**src/rtl/v74x139_pkg.sv**
```systemverilog
// Shared types and slot-search helper for the v74x139 scan sequencer.
package v74x139_pkg;

  localparam int SLOT_W    = 2;
  localparam int NUM_SLOTS = 4;

  typedef enum logic [1:0] {
    ST_IDLE   = 2'd0,
    ST_ACTIVE = 2'd1,
    ST_BLANK  = 2'd2
  } state_e;

  typedef struct packed {
    logic [SLOT_W-1:0] idx;
    logic              wrap;
  } slot_pick_t;

  // Next set mask bit after cur, searching cyclically; wrap flags idx <= cur.
  // An empty mask returns cur with wrap set.
  function automatic slot_pick_t next_slot(input logic [SLOT_W-1:0] cur,
                                           input logic [NUM_SLOTS-1:0] mask);
    slot_pick_t        r;
    logic [SLOT_W-1:0] cand;
    logic              found;
    r.idx  = cur;
    r.wrap = 1'b1;
    found  = 1'b0;
    for (int i = 1; i <= NUM_SLOTS; i++) begin
      cand = cur + SLOT_W'(i);
      if (!found && mask[cand]) begin
        r.idx  = cand;
        r.wrap = (cand <= cur);
        found  = 1'b1;
      end
    end
    return r;
  endfunction

endpackage

```
**src/rtl/v74x139_scan_seq_slot_pick.sv**
```systemverilog
// Combinational next-enabled-slot search with wrap detection.
module v74x139_slot_pick
  import v74x139_pkg::*;
(
  input  logic [SLOT_W-1:0]    cur_i,
  input  logic [NUM_SLOTS-1:0] mask_i,
  output logic [SLOT_W-1:0]    idx_o,
  output logic                 wrap_o,
  output logic                 any_o
);

  slot_pick_t pick;

  always_comb begin
    pick = next_slot(cur_i, mask_i);
  end

  assign idx_o  = pick.idx;
  assign wrap_o = pick.wrap;
  assign any_o  = |mask_i;

endmodule

```
**src/rtl/v74x139_scan_seq.sv**
```systemverilog
// Round-robin scan controller driving G_L/A/B of a 74x139 half-decoder,
// with programmable dwell, fixed blanking gap and slot/frame pulses.
module v74x139_scan_seq
  import v74x139_pkg::*;
#(
  parameter int DWELL_W      = 8,
  parameter int BLANK_CYCLES = 1
) (
  input  logic               CLK,
  input  logic               RESET,
  input  logic               EN,
  input  logic               ONESHOT,
  input  logic [DWELL_W-1:0] DWELL,
  input  logic [3:0]         MASK,
  output logic               G_L,
  output logic               A,
  output logic               B,
  output logic               SLOT_DONE,
  output logic               FRAME_DONE,
  output logic               BUSY,
  output logic [1:0]         dbg_state_o
);

  localparam logic [3:0] BLANK_LOAD = 4'(BLANK_CYCLES - 1);

  state_e              state_q, state_d;
  logic [SLOT_W-1:0]   slot_q, slot_d;
  logic [3:0]          mask_q, mask_d;
  logic [DWELL_W-1:0]  dwell_q, dwell_d;
  logic [DWELL_W-1:0]  dcnt_q, dcnt_d;
  logic [3:0]          bcnt_q, bcnt_d;
  logic                stop_q, stop_d;
  logic                wrap_q, wrap_d;
  logic                gl_q, gl_d;
  logic                busy_q, busy_d;
  logic                sd_q, sd_d;
  logic                fd_q, fd_d;

  logic [SLOT_W-1:0]   nxt_idx, first_idx;
  logic                nxt_wrap, first_wrap, nxt_any, first_any;
  logic [DWELL_W-1:0]  dwell_in;

  // Walking from slot 3 makes the search start at 0, i.e. the lowest set bit.
  v74x139_slot_pick u_pick_next (
    .cur_i  (slot_q),
    .mask_i (mask_q),
    .idx_o  (nxt_idx),
    .wrap_o (nxt_wrap),
    .any_o  (nxt_any)
  );

  v74x139_slot_pick u_pick_first (
    .cur_i  (2'd3),
    .mask_i (MASK),
    .idx_o  (first_idx),
    .wrap_o (first_wrap),
    .any_o  (first_any)
  );

  // Counters hold "cycles remaining minus one", so DWELL=0 and DWELL=1 coincide.
  assign dwell_in = (DWELL == '0) ? '0 : DWELL - DWELL_W'(1);

  always_comb begin
    state_d = state_q;
    slot_d  = slot_q;
    mask_d  = mask_q;
    dwell_d = dwell_q;
    dcnt_d  = dcnt_q;
    bcnt_d  = bcnt_q;
    stop_d  = stop_q;
    wrap_d  = wrap_q;
    sd_d    = 1'b0;
    fd_d    = 1'b0;

    case (state_q)
      ST_IDLE: begin
        if (EN && first_any) begin
          state_d = ST_ACTIVE;
          slot_d  = first_idx;
          mask_d  = MASK;
          dwell_d = dwell_in;
          dcnt_d  = dwell_in;
          stop_d  = 1'b0;
        end
      end

      ST_ACTIVE: begin
        if (!EN) stop_d = 1'b1;
        if (dcnt_q == '0) begin
          state_d = ST_BLANK;
          bcnt_d  = BLANK_LOAD;
          sd_d    = 1'b1;
          fd_d    = nxt_wrap;
          wrap_d  = nxt_wrap;
        end else begin
          dcnt_d = dcnt_q - DWELL_W'(1);
        end
      end

      ST_BLANK: begin
        if (bcnt_q != 4'd0) begin
          bcnt_d = bcnt_q - 4'd1;
          if (!EN) stop_d = 1'b1;
        end else if (stop_q || !EN || (ONESHOT && wrap_q)) begin
          state_d = ST_IDLE;
        end else if (wrap_q) begin
          // Frame boundary: pick up fresh MASK/DWELL from the inputs.
          if (first_any) begin
            state_d = ST_ACTIVE;
            slot_d  = first_idx;
            mask_d  = MASK;
            dwell_d = dwell_in;
            dcnt_d  = dwell_in;
            stop_d  = 1'b0;
          end else begin
            state_d = ST_IDLE;
          end
        end else begin
          state_d = ST_ACTIVE;
          slot_d  = nxt_idx;
          dcnt_d  = dwell_q;
          stop_d  = 1'b0;
        end
      end

      default: state_d = ST_IDLE;
    endcase

    gl_d   = (state_d != ST_ACTIVE);
    busy_d = (state_d != ST_IDLE);
  end

  always_ff @(posedge CLK or posedge RESET) begin
    if (RESET) begin
      state_q <= ST_IDLE;
      slot_q  <= '0;
      mask_q  <= '0;
      dwell_q <= '0;
      dcnt_q  <= '0;
      bcnt_q  <= '0;
      stop_q  <= 1'b0;
      wrap_q  <= 1'b0;
      gl_q    <= 1'b1;
      busy_q  <= 1'b0;
      sd_q    <= 1'b0;
      fd_q    <= 1'b0;
    end else begin
      state_q <= state_d;
      slot_q  <= slot_d;
      mask_q  <= mask_d;
      dwell_q <= dwell_d;
      dcnt_q  <= dcnt_d;
      bcnt_q  <= bcnt_d;
      stop_q  <= stop_d;
      wrap_q  <= wrap_d;
      gl_q    <= gl_d;
      busy_q  <= busy_d;
      sd_q    <= sd_d;
      fd_q    <= fd_d;
    end
  end

  assign G_L         = gl_q;
  assign A           = slot_q[0];
  assign B           = slot_q[1];
  assign SLOT_DONE   = sd_q;
  assign FRAME_DONE  = fd_q;
  assign BUSY        = busy_q;
  assign dbg_state_o = state_q;

endmodule

```
**config.mk**
```make
export PLATFORM = sky130hd
export DESIGN_NAME = v74x139_scan_seq
export DESIGN_NICKNAME = d
export VERILOG_FILES = /design/src/rtl/v74x139_pkg.sv /design/src/rtl/v74x139_scan_seq_slot_pick.sv /design/src/rtl/v74x139_scan_seq.sv
export SDC_FILE = /design/constraint.sdc
export NUM_CORES = 1
export LEC_CHECK = 0
export ABC_AREA = 1
export CAP_MARGIN = 0
export CORE_MARGIN = 3
export CORE_UTILIZATION = 45
export CTS_CLUSTER_DIAMETER = 100
export DETAILED_ROUTE_END_ITERATION = 7
export GPL_TIMING_DRIVEN = 0
export RECOVER_POWER = 50
export SLEW_MARGIN = 20
export SYNTH_ARGS = -nofsm -noshare
export SYNTH_HDL_FRONTEND = slang
export SYNTH_HIERARCHICAL = 1
export SYNTH_SLANG_ARGS = --single-unit
```
**constraint.sdc**
```tcl
create_clock -name CLK -period 3.8 [get_ports CLK]
set_clock_uncertainty 0.15 [all_clocks]
set_input_delay 0.76 -clock CLK [delete_from_list [all_inputs] [get_ports CLK]]
set_output_delay 0.76 -clock CLK [all_outputs]
set_load 0.005 [all_outputs]
```
# Word-level counts from Yosys, hierarchy flattened
# Cells that the tools add are included.
[classes]
order_cmp = 8
reduce_logical = 32
mux = 67
addsub = 6
n_eq_ne = 16
[ops]
columns = ["cell", "count"]
rows = [
  ["$mux 8", 10],
  ["$mux 4", 7],
  ["$mux 3", 8],
  ["$pmux 8 s3", 1],
  ["$mux 1", 21],
  ["$mux 2", 10],
  ["$logic_not 8->1", 2],
  ["$ne 2x2->1 const B", 8],
  ["$pmux 4 s2", 2],
  ["$pmux 8 s2", 1],
  ["$sub 8x1->8 const B", 2],
  ["$lt 2x3->1 const B", 4],
  ["$reduce_and 6->1", 2],
  ["$ne 3x3->1 const B", 3],
  ["$bmux 1 s2", 4],
  ["$le 2x2->1", 4],
  ["$logic_and 1x1->1", 8],
  ["$logic_not 1->1", 7],
  ["$reduce_and 7->1", 1],
  ["$pmux 2 s3", 1],
  ["$reduce_bool 2->1", 3],
  ["$ne 5x2->1 const B", 1],
  ["$add 2x2->2 const B", 2],
  ["$ne 4x4->1 const B", 1],
  ["15 further kinds", 16],
]
[totals]
register_bits = 34
out_inout_bits = 8
in_bits = 16
word_cells = 141

# Logic depth before layout (Yosys ltp)
# Gate-level depths: netlist of run 1.
[depth]
depth_word = 17
mapped_depth = 12
ltp_nobuf = 12

# By module
# Netlist of run 1, hierarchy kept.
[modules_own_cells]
columns = ["mod", "area_per_inst_um2", "n_inst", "cells_each"]
rows = [
  ["v74x139_scan_seq", 2233.4, 1, 312],
  ["v74x139_slot_pick", 252.7, 2, 50],
]

# Worst setup path after synthesis of run 1
# OpenSTA, ideal clock, no wires.
[synth_path]
kind = "input port to flip-flop"
start = "in MASK[1]"
end = "reg dcnt_q[7]"
arrival_ps = 1679
slack_ps = 1855
setup_ps = 116
n_path_buf = 1
path_stages = 12
path_cell_list = "inv_1 > nand4_1 > nand2_1 > nand2_1 > inv_2 > nor2_2 > nand2_4 > nor2_8 > buf_8 > nand2_1 > nand2_1 > nand2_1"
[synth_between]
elab_chain_len = 4
[synth_lines]
columns = ["element", "line_no", "source"]
rows = [
  ["start, declared", "v74x139_scan_seq.sv:14", "input logic [3:0] MASK,"],
  ["$reduce_or 4->1 (*)", "v74x139_scan_seq_slot_pick.sv:20", "assign any_o = |mask_i;"],
  ["named net first_any", "v74x139_scan_seq.sv:40", "logic nxt_wrap, first_wrap, nxt_any, first_any;"],
  ["$logic_and 1x1->1", "v74x139_scan_seq.sv:77", "if (EN && first_any) begin"],
  ["$ne 2x2->1 (no line)", "n/a", ""],
  ["$reduce_and 6->1 (no line) (*)", "n/a", ""],
  ["end signal, assigned", "v74x139_scan_seq.sv:152", "dcnt_q <= dcnt_d;"],
  ["end, declared", "v74x139_scan_seq.sv:30", "logic [DWELL_W-1:0] dcnt_q, dcnt_d;"],
]
# The timed path passes the listed nets; every way through them passes the cells marked *.
# A chain may end at the register's enable or synchronous reset.

# Worst setup path after layout of run 1
[layout_path]
start = "in MASK[2]"
end = "reg dcnt_q[6]"
# Same word-level chain as after synthesis.

==> results.cfg, run 1 <==
[sta]
timing.slew.headroom_pct = 11.5
final-hold-violation-count = 0
final-max-slew-violation-count = 0
finalSetupViolations = 0
min_period_ps = 2460
totalNegativeSetupSlack_ps = 0
max_freq_mhz = 407
final_min_period_over_clock_period_pct = 64.6
timing_worst_slew_pin_value_ps = 1330
unrepaired_setup_endpoints_after_global_routing = no

[global_routing]
first_global_vias = 2410
grt_use_total_pct = 17.8
antenna_found_initial = 0
grt_pass1_wl_um = 10300
global_route.overflow_total = 0
grt_max_degree = 35

[final_layout]
syn2layout_area_growth_pct = 16.3
fin_nets = 470
layout.cell_area.non_filler_um2 = 3140
drive_gt1_share_pct = 13.3
num_antenna_cells = 0

[critical_path]
worst-path-max-fanout = 6
crit_path_end_kind = flip-flop
critical_path_sink = dcnt_q[6]
crit_start = MASK[2]
critical_path_required_time_ps = 3830
worst_r2r_startpoint = dbg_state_o[1]
regToRegEndpoint = bcnt_q[3]
worst_ep_arrival_time_ps = 2480
critical_path.startpoint_type = input port
criticalPathCategory = in -> reg
timing.reg2reg.worst_path_depth = 7
r2r_setup_slk_ps = 1630

[clocking]
clock-root-buffer = sky130_fd_sc_hd__clkbuf_8
post_cts_repair_resize_count = 0
worst_setup_hold_path_clk_slew_ps = 70
cts_made_buffers = 5
clock_path_buffers = 2
tritoncts = done
cts_sinks = 34
clk-insertion-delay-late_ps = 280
htree_levels = 2
hold_bufs_inserted_after_cts = 0
cts_post_setup_buffers_inserted = 0

[floorplanning]
top_level_ports = 24
number_of_placement_rows = 27
start_util_pct = 47.8
core-area_um2 = 5640
die_h_um = 83.4
die_width_um = 83.4
fp.dieArea_um2 = 6960

[placed_design]
place_hpwl_um = 4710
dpl-instance-area_um2 = 3050
port-buffer-count = 23
gp_congestion = 0.813

[power_and_ir_drop]
max-vdd-ir-drop_mv = 0.295
seqPwrFrac_pct = 28.2
part_of_the_total_power_dissipated_in_the_clock_network_pct = 11.8
power-per-cell-area_nw_per_um2 = 753
power.static_leakage_nw = 1.70
internal_power_mw = 1.21
switching_power_mw = 1.16
portion_of_total_power_attributed_to_combinational_logic_pct = 60.1
p_sw_share_pct = 48.9

[route]
uppermost_layer_routed = met4
viasPerCell = 4.90
num_vias = 2524
drt_first_iter_violations = 95
drtAntennaViolNets = 0
dr_wl_met2_um = 2800
dr.pass1.iters = 4
wire_per_inst_um = 11.4
wl_um = 5890
post-route-drc-count = 0
wl_met3_um = 213
drt-met1-wl_um = 2810

[yosys]
cells_after_synth = 404
mean_area_per_synthesized_cell_um2 = 6.67
synthesis.yosys.warnings = 6
synth.cell_area_um2 = 2700

[min_path]
min-delay-path-class = reg -> reg

[status]
outcome = finished, final reports clean

[flow_run]
max-cap-violations = 0
-- layer usage --
layer | global-route usage [%] | vias up
met4 | 4.01 | 0
met1 | 21.5 | 1135
met3 | 3.47 | 7
met5 | 0 | -
li1 | - | 1340
met2 | 32.6 | 42
-- area by class of cell --
cell class                 count  area, um^2
tap                           72        90.1
timing repair buffer          23         230
buffer                         5        38.8
fill                         571        2500
sequential                    34         852
inverter                      63         236
multi-input combinational    310        1600
clock buffer                   7        86.3
clock inverter                 1        5.00
-- power groups by stage --
stage / Combinational, mW / Clock (mW) / Sequential [mW]
floorplan: 1.11 / 0 / 0.641
global placement: 1.41 / 0 / 0.672
detailed placement: 1.43 / 0 / 0.672
CTS: 1.43 / 0.287 / 0.666
global route: 1.63 / 0.305 / 0.690
finish: 1.42 / 0.278 / 0.666
-- metrics by stage --
| step | setup WS, ps | instances | util (%) | total power [mW] | hold slack (ps) |
|---|---|---|---|---|---|
| 2_1_floorplan | 1860 | 412 | - | 1.75 | 299 |
| 3_3_place_gp | 1060 | 507 | 54.0 | 2.08 | 319 |
| 3_5_place_dp | 1070 | 507 | 54.0 | 2.10 | 323 |
| 4_1_cts | 1370 | 515 | 55.6 | 2.39 | 343 |
| 5_1_grt | 1220 | 515 | 55.6 | 2.63 | 360 |
| 6_report | 1340 | 515 | 55.6 | 2.36 | 338 |
-- flip-flops by register name, indices dropped and copies added (netlist names) --
name         flops
stop_q           1
slot_q           2
dwell_q          8
FRAME_DONE       1
bcnt_q           4
SLOT_DONE        1
dcnt_q           8
G_L              1
dbg_state_o      2
BUSY             1
mask_q           4
wrap_q           1
-- critical path, stage by stage --
cell	delay, ps
sky130_fd_sc_hd__clkdlybuf4s50_1	520
sky130_fd_sc_hd__inv_1	80
sky130_fd_sc_hd__nand4_1	190
sky130_fd_sc_hd__nand2_1	100
sky130_fd_sc_hd__nand2_1	90
sky130_fd_sc_hd__inv_2	40
sky130_fd_sc_hd__nor2_2	150
sky130_fd_sc_hd__nand2_4	90
sky130_fd_sc_hd__nor2_8	140
sky130_fd_sc_hd__nand2_1	110
sky130_fd_sc_hd__nor2_1	180
sky130_fd_sc_hd__nor2_2	40
-- placed cells by master (no fill, tap or decap), types with 2 or more instances in the layout --
cell type,instances
sky130_fd_sc_hd__nor2_1,36
sky130_fd_sc_hd__ha_1,12
sky130_fd_sc_hd__a21oi_2,2
sky130_fd_sc_hd__nand2_1,134
sky130_fd_sc_hd__a31oi_1,2
sky130_fd_sc_hd__nand4_1,7
sky130_fd_sc_hd__nor2_2,6
sky130_fd_sc_hd__clkbuf_1,2
sky130_fd_sc_hd__inv_1,50
sky130_fd_sc_hd__clkbuf_8,6
sky130_fd_sc_hd__buf_4,2
sky130_fd_sc_hd__clkdlybuf4s50_1,22
sky130_fd_sc_hd__nor2_4,2
sky130_fd_sc_hd__o31ai_1,2
sky130_fd_sc_hd__nand2_2,11
sky130_fd_sc_hd__o21bai_1,2
sky130_fd_sc_hd__nand3_2,4
sky130_fd_sc_hd__nand3_1,27
sky130_fd_sc_hd__a21oi_1,7
sky130_fd_sc_hd__nand3_4,4
sky130_fd_sc_hd__inv_2,13
sky130_fd_sc_hd__o21ai_0,24
sky130_fd_sc_hd__nand2_4,3
sky130_fd_sc_hd__conb_1,9
sky130_fd_sc_hd__o21ai_1,9
sky130_fd_sc_hd__dfrtp_1,33
sky130_fd_sc_hd__nor3_1,2
-- worst min path at each step --
stage	end	cells past startpoint	startpoint	slack (ps)
3_5_place_dp	dwell_q[5]	2	dwell_q[5]	320
5_1_grt	dwell_q[3]	2	dwell_q[3]	360
2_1_floorplan	dwell_q[5]	2	dwell_q[5]	300
3_3_place_gp	dwell_q[2]	2	dwell_q[2]	320
4_1_cts	dwell_q[5]	2	dwell_q[5]	340
6_report	dwell_q[4]	2	dwell_q[4]	340
Note: power is estimated with default switching activity, not from simulation.
==> run 2: changes to the inputs <==
==> constraint.sdc (replaced) <==
create_clock -name CLK -period 2.4 [get_ports CLK]
set_clock_uncertainty 0.15 [all_clocks]
set_input_delay 0.48 -clock CLK [delete_from_list [all_inputs] [get_ports CLK]]
set_output_delay 0.48 -clock CLK [all_outputs]
set_load 0.005 [all_outputs]
==> run 2 against run 1 <==
Against the previous run:
- register-to-register slack lost 1300 ps
- wire length about the same
- non-clock buffer count did not move
- first-iteration DRC count stayed put
- power grew 58%
- core utilization about the same
- global-route usage is the same
- count of clock-buffer cells in the layout unchanged
- sequential power up 58%
- critical path type unchanged
- critical endpoint unchanged
- highest routed layer unchanged
==> results.cfg, run 2 (synthesis gave the netlist of run 1 again) <==
[power_and_ir_drop]
power.static_leakage_nw = 1.71
power-per-cell-area_nw_per_um2 = 1190
max-vdd-ir-drop_mv = 0.453

[route]
num_vias = 2524
drt_first_iter_violations = 95
wl_um = 5880
wire_per_inst_um = 11.4
dr.pass1.iters = 4
post-route-drc-count = 0
viasPerCell = 4.90
drtAntennaViolNets = 0

[sta]
final-hold-violation-count = 0
finalSetupViolations = 0
timing.slew.headroom_pct = 11.4
unrepaired_setup_endpoints_after_global_routing = no
max_freq_mhz = 460
timing_worst_slew_pin_value_ps = 1330
final_min_period_over_clock_period_pct = 90.7
totalNegativeSetupSlack_ps = 0
final-max-slew-violation-count = 0
min_period_ps = 2180

[placed_design]
dpl-instance-area_um2 = 3050
place_hpwl_um = 4710
gp_congestion = 0.813
port-buffer-count = 23

[floorplanning]
start_util_pct = 47.8
fp.dieArea_um2 = 6960
top_level_ports = 24
core-area_um2 = 5640
number_of_placement_rows = 27
die_width_um = 83.4
die_h_um = 83.4

[clocking]
worst_setup_hold_path_clk_slew_ps = 70
tritoncts = done
clock-root-buffer = sky130_fd_sc_hd__clkbuf_8
hold_bufs_inserted_after_cts = 0
clock_path_buffers = 2
clk-insertion-delay-late_ps = 280
cts_sinks = 34
htree_levels = 2
cts_made_buffers = 5
cts_post_setup_buffers_inserted = 0
post_cts_repair_resize_count = 0

[critical_path]
worst_ep_arrival_time_ps = 2200
crit_path_cell_trace = clkdlybuf4s50_1 > inv_1 > nand4_1 > nand2_1 > nand2_1 > inv_2 > nor2_2 > nand2_4 > nor2_8 > nand2_1 > nor2_1 > nor2_2
worst-path-max-fanout = 6
critPathMaxStageDelay_ps = 520
crit_family = simple AND/OR/NAND/NOR gates
path_buf_inv = 3
critical_path_required_time_ps = 2430
critPathSlowestCell = sky130_fd_sc_hd__clkdlybuf4s50_1
crit_path_end_kind = flip-flop
crit_top_cell = sky130_fd_sc_hd__nand2_1
criticalPathCategory = in -> reg
critical_path.startpoint_type = input port

[final_layout]
multiInputGateArea_um2 = 1600
largestRegisters = dcnt_q: 8 flops, dwell_q: 8 flops
num_antenna_cells = 0
drive_gt1_share_pct = 13.5
fin_nets = 470
syn2layout_area_growth_pct = 16.4
layout.cell_area.non_filler_um2 = 3140
n_fill_cell = 570
layout.cells.most_common_list = 134 x sky130_fd_sc_hd__nand2_1, 50 x sky130_fd_sc_hd__inv_1, 36 x sky130_fd_sc_hd__nor2_1, 33 x sky130_fd_sc_hd__dfrtp_1, 27 x sky130_fd_sc_hd__nand3_1
mostFrequentLayoutCell = sky130_fd_sc_hd__nand2_1
register_area_um2 = 852

[global_routing]
grt_max_degree = 35
global_route.overflow_total = 0
grt_pass1_wl_um = 10300
first_global_vias = 2410
antenna_found_initial = 0
grt_use_total_pct = 17.8

[min_path]
min-delay-path-class = reg -> reg

[flow_run]
max-cap-violations = 0

[status]
outcome = finished, final reports clean
[run 2: per-layer routing]
| layer | track usage (%) | wire, um | up-vias |
|---|---|---|---|
| met2 | 32.6 | 2800 | 42 |
| li1 | - | - | 1340 |
| met3 | 3.47 | 213 | 7 |
| met1 | 21.5 | 2810 | 1135 |
| met5 | 0 | 0 | - |
| met4 | 4.01 | 56 | 0 |
[run 2: cell type report]
cell class / instances / share of cell area, %
sequential: 34 / 27.2
inverter: 63 / 7.54
multi-input combinational: 310 / 50.9
timing repair buffer: 23 / 7.34
clock buffer: 7 / 2.75
tap: 72 / 2.87
clock inverter: 1 / 0.159
buffer: 5 / 1.28
[run 2: report_power, final]
part	total, mW	internal [mW]	switching [mW]	leakage (nW)
registers	1.05	0.828	0.225	0.425
clock network	0.440	0.232	0.209	0.0482
logic	2.25	0.850	1.40	1.24
total	3.74	1.91	1.83	1.71
[run 2: worst min-delay path, stage by stage (launching register included)]
cell                      delay, ps
sky130_fd_sc_hd__dfrtp_1        350
sky130_fd_sc_hd__nand2_1         50
sky130_fd_sc_hd__o21ai_0         60
[run 2: through the flow]
stage | setup WS (ps) | hold WS [ps] | utilization, % | total power, mW | instances
floorplan | 557 | 299 | - | 2.78 | 412
global placement | -57.3 | 319 | 54.0 | 3.30 | 507
detailed placement | -51.9 | 323 | 54.0 | 3.32 | 507
CTS | 247 | 343 | 55.6 | 3.78 | 515
global route | 102 | 360 | 55.6 | 4.16 | 515
finish | 224 | 338 | 55.6 | 3.74 | 515
[run 2: path summary, 6_finish.rpt]
check	slack, ps	cells after the start	end	startpoint
worst max-delay path	220	12	dcnt_q[6]	MASK[2]
worst min-delay path	340	2	dwell_q[4]	dwell_q[4]
worst max register to register	290	9	dcnt_q[6]	dbg_state_o[0]
worst min register to register	340	2	dwell_q[4]	dwell_q[4]
max in group asynchronous	450	2	slot_q[1]	RESET
min in group asynchronous	860	2	mask_q[2]	RESET
==> run 3: changes to the inputs <==
--- a/config.mk
+++ b/config.mk
@@ -10,9 +10,11 @@
 export CORE_MARGIN = 3
 export CORE_UTILIZATION = 45
 export CTS_CLUSTER_DIAMETER = 100
+export CTS_CLUSTER_SIZE = 25
 export DETAILED_ROUTE_END_ITERATION = 7
 export GPL_TIMING_DRIVEN = 0
 export RECOVER_POWER = 50
+export REMOVE_ABC_BUFFERS = 1
 export SLEW_MARGIN = 20
 export SYNTH_ARGS = -nofsm -noshare
 export SYNTH_HDL_FRONTEND = slang
==> run 3 against run 2 <==
Against the previous run:
- clock power shrank 4%
- via count shrank 2.2%
- non-clock buffer count shrank 5
- largest cell class unchanged
- count of clock-buffer cells in the layout grew 1
- core utilization shrank 1.1 points
- power shrank 1.7%
- first-iteration DRC count grew 9.5%
- final area shrank 2.0%
- fmax shrank 0.35%
==> results.cfg, run 3 (synthesis gave the netlist of run 1 again) <==
[min_path]
min-delay-path-class = reg -> reg
hold_start = dwell_q[3]

[floorplanning]
top_level_ports = 24
fp.dieArea_um2 = 6960
core-area_um2 = 5640
die_width_um = 83.4
start_util_pct = 47.8
die_h_um = 83.4
number_of_placement_rows = 27

[clocking]
cts_made_buffers = 5
htree_levels = 2
tritoncts = done
cts_post_setup_buffers_inserted = 0
worst_setup_hold_path_clk_slew_ps = 70
clock_path_buffers = 2
hold_bufs_inserted_after_cts = 0
clk-insertion-delay-late_ps = 290
clock-root-buffer = sky130_fd_sc_hd__clkbuf_8
cts_sinks = 34

[final_layout]
layout.cell_area.non_filler_um2 = 3080
n_fill_cell = 577
register_area_um2 = 852
drive_gt1_share_pct = 12.1
syn2layout_area_growth_pct = 14.1
num_antenna_cells = 0
fin_nets = 465
final-instance-count-excl-fill = 510
mostFrequentLayoutCell = sky130_fd_sc_hd__nand2_1
layout.cells.most_common_list = 133 x sky130_fd_sc_hd__nand2_1, 50 x sky130_fd_sc_hd__inv_1, 36 x sky130_fd_sc_hd__nor2_1, 33 x sky130_fd_sc_hd__dfrtp_1, 28 x sky130_fd_sc_hd__nand3_1
largestRegisters = dcnt_q: 8 flops, dwell_q: 8 flops
multiInputGateArea_um2 = 1590

[sta]
min_period_ps = 2180
final-hold-violation-count = 0
finalSetupViolations = 0
final_min_period_over_clock_period_pct = 91.0
timing.slew.headroom_pct = 13.3
max_freq_mhz = 458
unrepaired_setup_endpoints_after_global_routing = no
final-max-slew-violation-count = 0
timing_worst_slew_pin_value_ps = 1300

[route]
drtAntennaViolNets = 0
drt-met1-wl_um = 3010
dr_wl_met2_um = 2780
wl_met3_um = 121
drt_first_iter_violations = 104
uppermost_layer_routed = met4
viasPerCell = 4.84
num_vias = 2468
dr.pass1.iters = 4
wire_per_inst_um = 11.7
wl_um = 5980
post-route-drc-count = 0

[power_and_ir_drop]
power-per-cell-area_nw_per_um2 = 1190
max-vdd-ir-drop_mv = 0.589
power.static_leakage_nw = 1.68

[placed_design]
gp_congestion = 0.888
dpl.cell_count = 502
dpl-instance-area_um2 = 3010
place_hpwl_um = 4630
port-buffer-count = 23

[critical_path]
critical_path.startpoint_type = input port
critical_path_required_time_ps = 2430
crit_start = MASK[0]
criticalPathCategory = in -> reg
worst_ep_arrival_time_ps = 2210
crit_path_end_kind = flip-flop
worst_r2r_startpoint = dbg_state_o[0]
worst-path-max-fanout = 15

[global_routing]
grt_pass1_wl_um = 10600
grt_max_degree = 35
global_route.overflow_total = 0
antenna_found_initial = 0
grt_use_total_pct = 18.1
first_global_vias = 2362

[flow_run]
max-cap-violations = 0

[status]
outcome = finished, final reports clean
==> run 3: cell count changes in the layout (fill, tap and decap cells not counted) <==
cell / delta
sky130_fd_sc_hd__buf_2: -2
sky130_fd_sc_hd__buf_4: -2
sky130_fd_sc_hd__buf_8: -1
sky130_fd_sc_hd__clkbuf_1: +2
sky130_fd_sc_hd__clkbuf_8: -1
sky130_fd_sc_hd__clkinv_2: -1
sky130_fd_sc_hd__nand2_1: -1
sky130_fd_sc_hd__nand2_2: +1
sky130_fd_sc_hd__nand3_1: +1
sky130_fd_sc_hd__nand3_4: -1
==> run 3: worst max-delay path, cell delays in order <==
cell and delay, ps:
sky130_fd_sc_hd__clkdlybuf4s50_1 510, sky130_fd_sc_hd__inv_1 70, sky130_fd_sc_hd__nand4_1 170, sky130_fd_sc_hd__nand2_1 100, sky130_fd_sc_hd__nand2_1 100, sky130_fd_sc_hd__inv_2 50, sky130_fd_sc_hd__nor2_2 150, sky130_fd_sc_hd__nand2_4 90
sky130_fd_sc_hd__nor2_8 210, sky130_fd_sc_hd__nand2_1 90, sky130_fd_sc_hd__nor2_1 160, sky130_fd_sc_hd__nor2_2 40
==> run 3: repair_timing <==
item	4_1_cts	5_1_grt
setup endpoints to repair	0	12
gates resized for setup	0	1
endpoints found under the hold margin	0	0
==> run 3: layout make-up <==
class	count	share of cell area (%)
Clock buffer	8	2.60
Inverter	63	7.69
Multi-Input combinational cell	310	51.6
Sequential cell	34	27.7
Tap cell	72	2.93
Timing Repair Buffer	23	7.48
==> run 3: worst paths after layout <==
check | slack (ps) | to | cells past startpoint
setup / recovery | 220 | dcnt_q[6] | 12
hold / removal | 340 | dwell_q[3] | 2
setup reg to reg | 290 | mask_q[0] | 9
hold reg to reg | 340 | dwell_q[3] | 2
max in group asynchronous | 480 | dcnt_q[3] | 2
min in group asynchronous | 850 | dcnt_q[7] | 2
==> run 3: per-layer routing <==
metal | GRT usage (%) | vias to the layer above
met5 | 0 | -
met4 | 5.05 | 0
met3 | 2.78 | 7
met2 | 29.4 | 22
met1 | 25.0 | 1110
li1 | - | 1329
==> run 3: where the power goes <==
part / switching, mW / internal, mW / leakage [nW]
sequential: 0.224 / 0.828 / 0.425
combinational: 1.40 / 0.800 / 1.21
clock: 0.215 / 0.206 / 0.0395
total: 1.84 / 1.83 / 1.68
==> run 3: per-stage QoR <==
stage / total power [mW] / setup TNS, ps / setup WS [ps] / hold slack (ps) / utilization (%)
floorplan: 2.71 / 0 / 448 / 299 / -
global placement: 3.25 / -2510 / -252 / 320 / 53.3
detailed placement: 3.29 / -2810 / -267 / 327 / 53.3
CTS: 3.72 / 0 / 34.9 / 344 / 54.7
global route: 4.06 / 0 / 24.6 / 355 / 54.5
finish: 3.68 / 0 / 216 / 344 / 54.5
==> variant 1: new RTL, flow settings as in run 2 <==
Reset style: synchronous (`RESET`), changed in one clocked block.
--- a/src/rtl/v74x139_scan_seq.sv
+++ b/src/rtl/v74x139_scan_seq.sv
@@ -130,7 +130,7 @@
     busy_d = (state_d != ST_IDLE);
   end
 
-  always_ff @(posedge CLK or posedge RESET) begin
+  always_ff @(posedge CLK) begin
     if (RESET) begin
       state_q <= ST_IDLE;
       slot_q  <= '0;
Check against the original RTL: differs if RESET is asserted again (counterexample within 4 cycles, from zero or initial values and one cycle with RESET high); with RESET held inactive, the same outputs for 10 cycles.
==> variant 1 against run 2 <==
Final area decreased by 3.3%; setup slack got worse by 71 ps; wire length decreased by 0.20%; fmax decreased by 3.2%; sequential cell count unchanged; sequential power decreased by 23%; total power decreased by 34%; die area decreased by 2.7%; area after synthesis decreased by 2.9%; critical path type is now reg -> reg; largest power group unchanged.
==> variant 1: results (changes against run 2) <==
- Status: complete, no violations (unchanged)
- R2R Setup Slk: 150 ps (was 290 ps)
- Root Driver: clkbuf_8 (unchanged)
- HP Start: RESET (was dwell_q[4]$_DFFE_PP0P_)
- Crit path DAT: 2270 ps (was 2200 ps)
- Vias in the first global route: 2189 (was 2410)
- Clk Latency, worst-skew pair: ~290 ps
- Leading registers by flop count: dcnt_q (8), dwell_q (8) (unchanged)
- Routability cong.: 0.841 (was 0.813)
- CTS buffer count: 5 (unchanged)
- Gr usage total: 18.9% (was 17.8%)
- Average wire per standard cell: 11.7 um (was 11.4 um)
- H-tree Lvls: 2 (unchanged)
- Initial antenna violation count: 0 (unchanged)
- R2R depth: 12 (was 9)
- Violation count after the first detailed-routing iteration: 84 (was 95)
- Dpl cell area: 2960 um^2 (was 3050 um^2)
- Synthesis Warnings: 6 (unchanged)
- Worst Hold Class: in -> reg (was reg -> reg)
- Reg-to-reg startpoint: slot_q[0]$_SDFFE_PP0P_ (was dbg_state_o[0]$_DFF_PP0_)
- Antenna cell count: 0 (unchanged)
- Share of layout cells above drive strength 1: 18.8% (was 13.5%)
- CTS clk-pin slew, worst paths: 70 ps (about the same)
- Hold-critical path depth: 2 (unchanged)
- Leakage: 1.41 nW (was 1.71 nW)
- Worst-path fanout max: 9 (was 6)
- Worst VDD drop: 0.000368 V (was 0.000453 V)
- Slew margin rel.: 66.4% (was 11.4%)
- Port Buffers: 22 (was 23)
- Final HPWL DP: 4670 um (was 4710 um)
- Pre-antenna DRT Iters: 4 (unchanged)
- Crit Path Class: reg -> reg (was in -> reg)
- Clock buffer depth: 2 (unchanged)
- Final nets: 459 (was 470)
- Largest net degree at the start of global routing: 11 (was 35)
- CP endpoint: wrap_q$_SDFFE_PP0P_ (was dcnt_q[6]$_DFFE_PP0P_)
- First-pass GRT wire length: 9840 um (was 10300 um)
- Min-Delay Endpoint: dcnt_q[7]$_SDFFE_PP0P_ (was dwell_q[4]$_DFFE_PP0P_)
- Via count: 2469 (was 2524)
-- variant 1: final cells by class --
| type | count | area, um^2 |
|---|---|---|
| repair buffers | 22 | 220 |
| well taps | 72 | 90.1 |
| inverters | 56 | 213 |
| multi-input cells | 305 | 1690 |
| plain buffers | 7 | 55.1 |
| flip-flops and latches | 34 | 681 |
| clock buffers | 6 | 82.6 |
| fillers | 577 | 2540 |
-- variant 1: critical path, cell delays in order, from the launching register on --
cell and delay (ps):
dfxtp_1 510, inv_2 140, ha_1 360, inv_1 120
nand3_2 100, nand2_2 120, inv_2 60, nand3_4 70
inv_2 50, nand2_1 50, nand2_1 50, nor3b_2 150
a31o_2 200
-- variant 1: routing by layer --
layer	track usage [%]	vias to the layer above	share of wire, %
met2	31.7	25	47
met4	5.48	0	1.0
met1	24.5	1100	49
met3	3.58	5	2.6
met5	0	-	0
li1	-	1339	-
-- variant 1: through the flow --
step           hold WS, ps  total power, mW  util (%)  instances  worst slack [ps]
2_1_floorplan          303             1.80         -        402               379
3_3_place_gp           326             2.07      53.1        496             -99.5
3_5_place_dp           347             2.09      53.1        496             -97.3
4_1_cts                267             2.52      54.5        502               141
5_1_grt                267             2.71      54.4        502              14.1
6_report               272             2.48      54.4        502               152
-- variant 1: power breakdown --
group / switching (mW) / leakage [nW] / internal [mW] / total (mW)
registers: 0.114 / 0.281 / 0.699 / 0.813
clock network: 0.198 / 0.0431 / 0.221 / 0.419
logic: 0.766 / 1.09 / 0.484 / 1.25
total: 1.08 / 1.41 / 1.40 / 2.48
-- variant 1: what timing repair did --
action	4_1_cts	5_1_grt
setup endpoints to repair	0	2
buffers inserted	0	0
resized for setup	0	1
==> variant 2: new RTL, flow settings as in run 2 <==
Without the edit above. Set the parameter `DWELL_W` to 12 (it was 8).
--- a/src/rtl/v74x139_scan_seq.sv
+++ b/src/rtl/v74x139_scan_seq.sv
@@ -3,7 +3,7 @@
 module v74x139_scan_seq
   import v74x139_pkg::*;
 #(
-  parameter int DWELL_W      = 8,
+  parameter int DWELL_W      = 12,
   parameter int BLANK_CYCLES = 1
 ) (
   input  logic               CLK,
Interface: changed (resized DWELL); port bits go from 24 to 28. The function was not compared with the original's and may differ.
==> variant 2 against run 2 <==
Total power is 11% higher; sequential cell count is 8 higher; wire length is 42% higher; setup slack worse by 30 ps; final area is 26% higher; utilization is 1.5 points lower; area after synthesis is 28% higher.
==> variant 2: results (changes against run 2) <==
- Status: complete, no violations (unchanged)
- Clk Latency, worst-skew pair: 300 ps (was 280 ps)
- Vias in the first global route: 3056 (was 2410)
- FILL cells: 757 (was 570)
- CTS clk-pin slew, worst paths: 90 ps (was 70 ps)
- Internal power: 2.13 mW (was 1.91 mW)
- Largest net degree at the start of global routing: 30 (was 35)
- Critical path origin: MASK[0] (was MASK[2])
- Average wire per standard cell: 12.8 um (was 11.4 um)
- Reg-to-reg startpoint: slot_q[0]$_DFFE_PP0P_ (was dbg_state_o[0]$_DFF_PP0_)
- Final worst path period share: 91.9% (was 90.7%)
- Final nets: 586 (was 470)
- Leakage: 2.06 nW (was 1.71 nW)
- Syn avg cell area: 6.76 um^2 (was 6.67 um^2)
- Vias per inst: 4.90 (about the same)
- CP endpoint: dcnt_q[3]$_DFFE_PP0P_ (was dcnt_q[6]$_DFFE_PP0P_)
- Share of layout cells above drive strength 1: 16.8% (was 13.5%)
- Via count: 3207 (was 2524)
- R2R depth: 13 (was 9)
- Worst r2r dst: wrap_q$_DFFE_PP0P_ (was dcnt_q[6]$_DFFE_PP0P_)
- Routability cong.: 0.865 (was 0.813)
- Dpl cell area: 3900 um^2 (was 3050 um^2)
- HP Start: dwell_q[10]$_DFFE_PP0P_ (was dwell_q[4]$_DFFE_PP0P_)
- R2R Setup Slk: 260 ps (was 290 ps)
- Gr usage total: 20.8% (was 17.8%)
- Final HPWL DP: 6650 um (was 4710 um)
- Violation count after the first detailed-routing iteration: 133 (was 95)
- Worst VDD drop: 0.000441 V (was 0.000453 V)
-- variant 2: changes by cell type in the layout (fill, tap and decap cells not counted), moves of 7 or more --
cell            run 2  this run
dfrtp_1            33        40
inv_1              50        68
nand2_1           134       155
nand3_1            27        42
nor2_1             36        52
o21ai_0            24        14
o21ai_2             1        17
-- variant 2: power groups by stage --
| stage | sequential [mW] | clock (mW) | combinational, mW |
|---|---|---|---|
| 6_report | 1.28 | 0.459 | 2.42 |
| 5_1_grt | 1.33 | 0.502 | 2.77 |
| 4_1_cts | 1.28 | 0.469 | 2.43 |
| 3_5_place_dp | 1.29 | 0 | 2.42 |
| 3_3_place_gp | 1.29 | 0 | 2.39 |
| 2_1_floorplan | 1.23 | 0 | 1.85 |
-- variant 2: worst max-delay path, delay by kind of cell --
kind                   cells  cell delay (ps)
AOI/OAI and AO/OA          1              100
buffers and inverters      6              890
and+or+nand+nor            8              780
-- variant 2: metrics by stage --
stage | setup TNS (ps) | hold slack, ps
3_3_place_gp | -9820 | 316
4_1_cts | 0 | 323
6_report | 0 | 335
3_5_place_dp | -1930 | 320
2_1_floorplan | 0 | 305
5_1_grt | 0 | 355
-- variant 2: final cells by class --
cell class                      count  share of cell area [%]
Clock buffer                        6                    1.83
Inverter                           79                    7.47
Timing Repair Buffer               28                    6.94
Buffer                             10                    2.30
Multi-Input combinational cell    388                    51.5
Tap cell                           99                    3.12
Sequential cell                    42                    26.6
Clock inverter                      2                   0.252
-- variant 2: metal layers --
| metal | share of wire, % | wire (um) | GRT usage, % | up-vias |
|---|---|---|---|---|
| met1 | 51 | 4260 | 30.1 | 1457 |
| met3 | 4.4 | 371 | 3.94 | 13 |
| met4 | 1.4 | 115 | 4.33 | 0 |
| met2 | 43 | 3630 | 32.2 | 57 |
| li1 | - | - | - | 1680 |
| met5 | 0 | 0 | 0 | - |
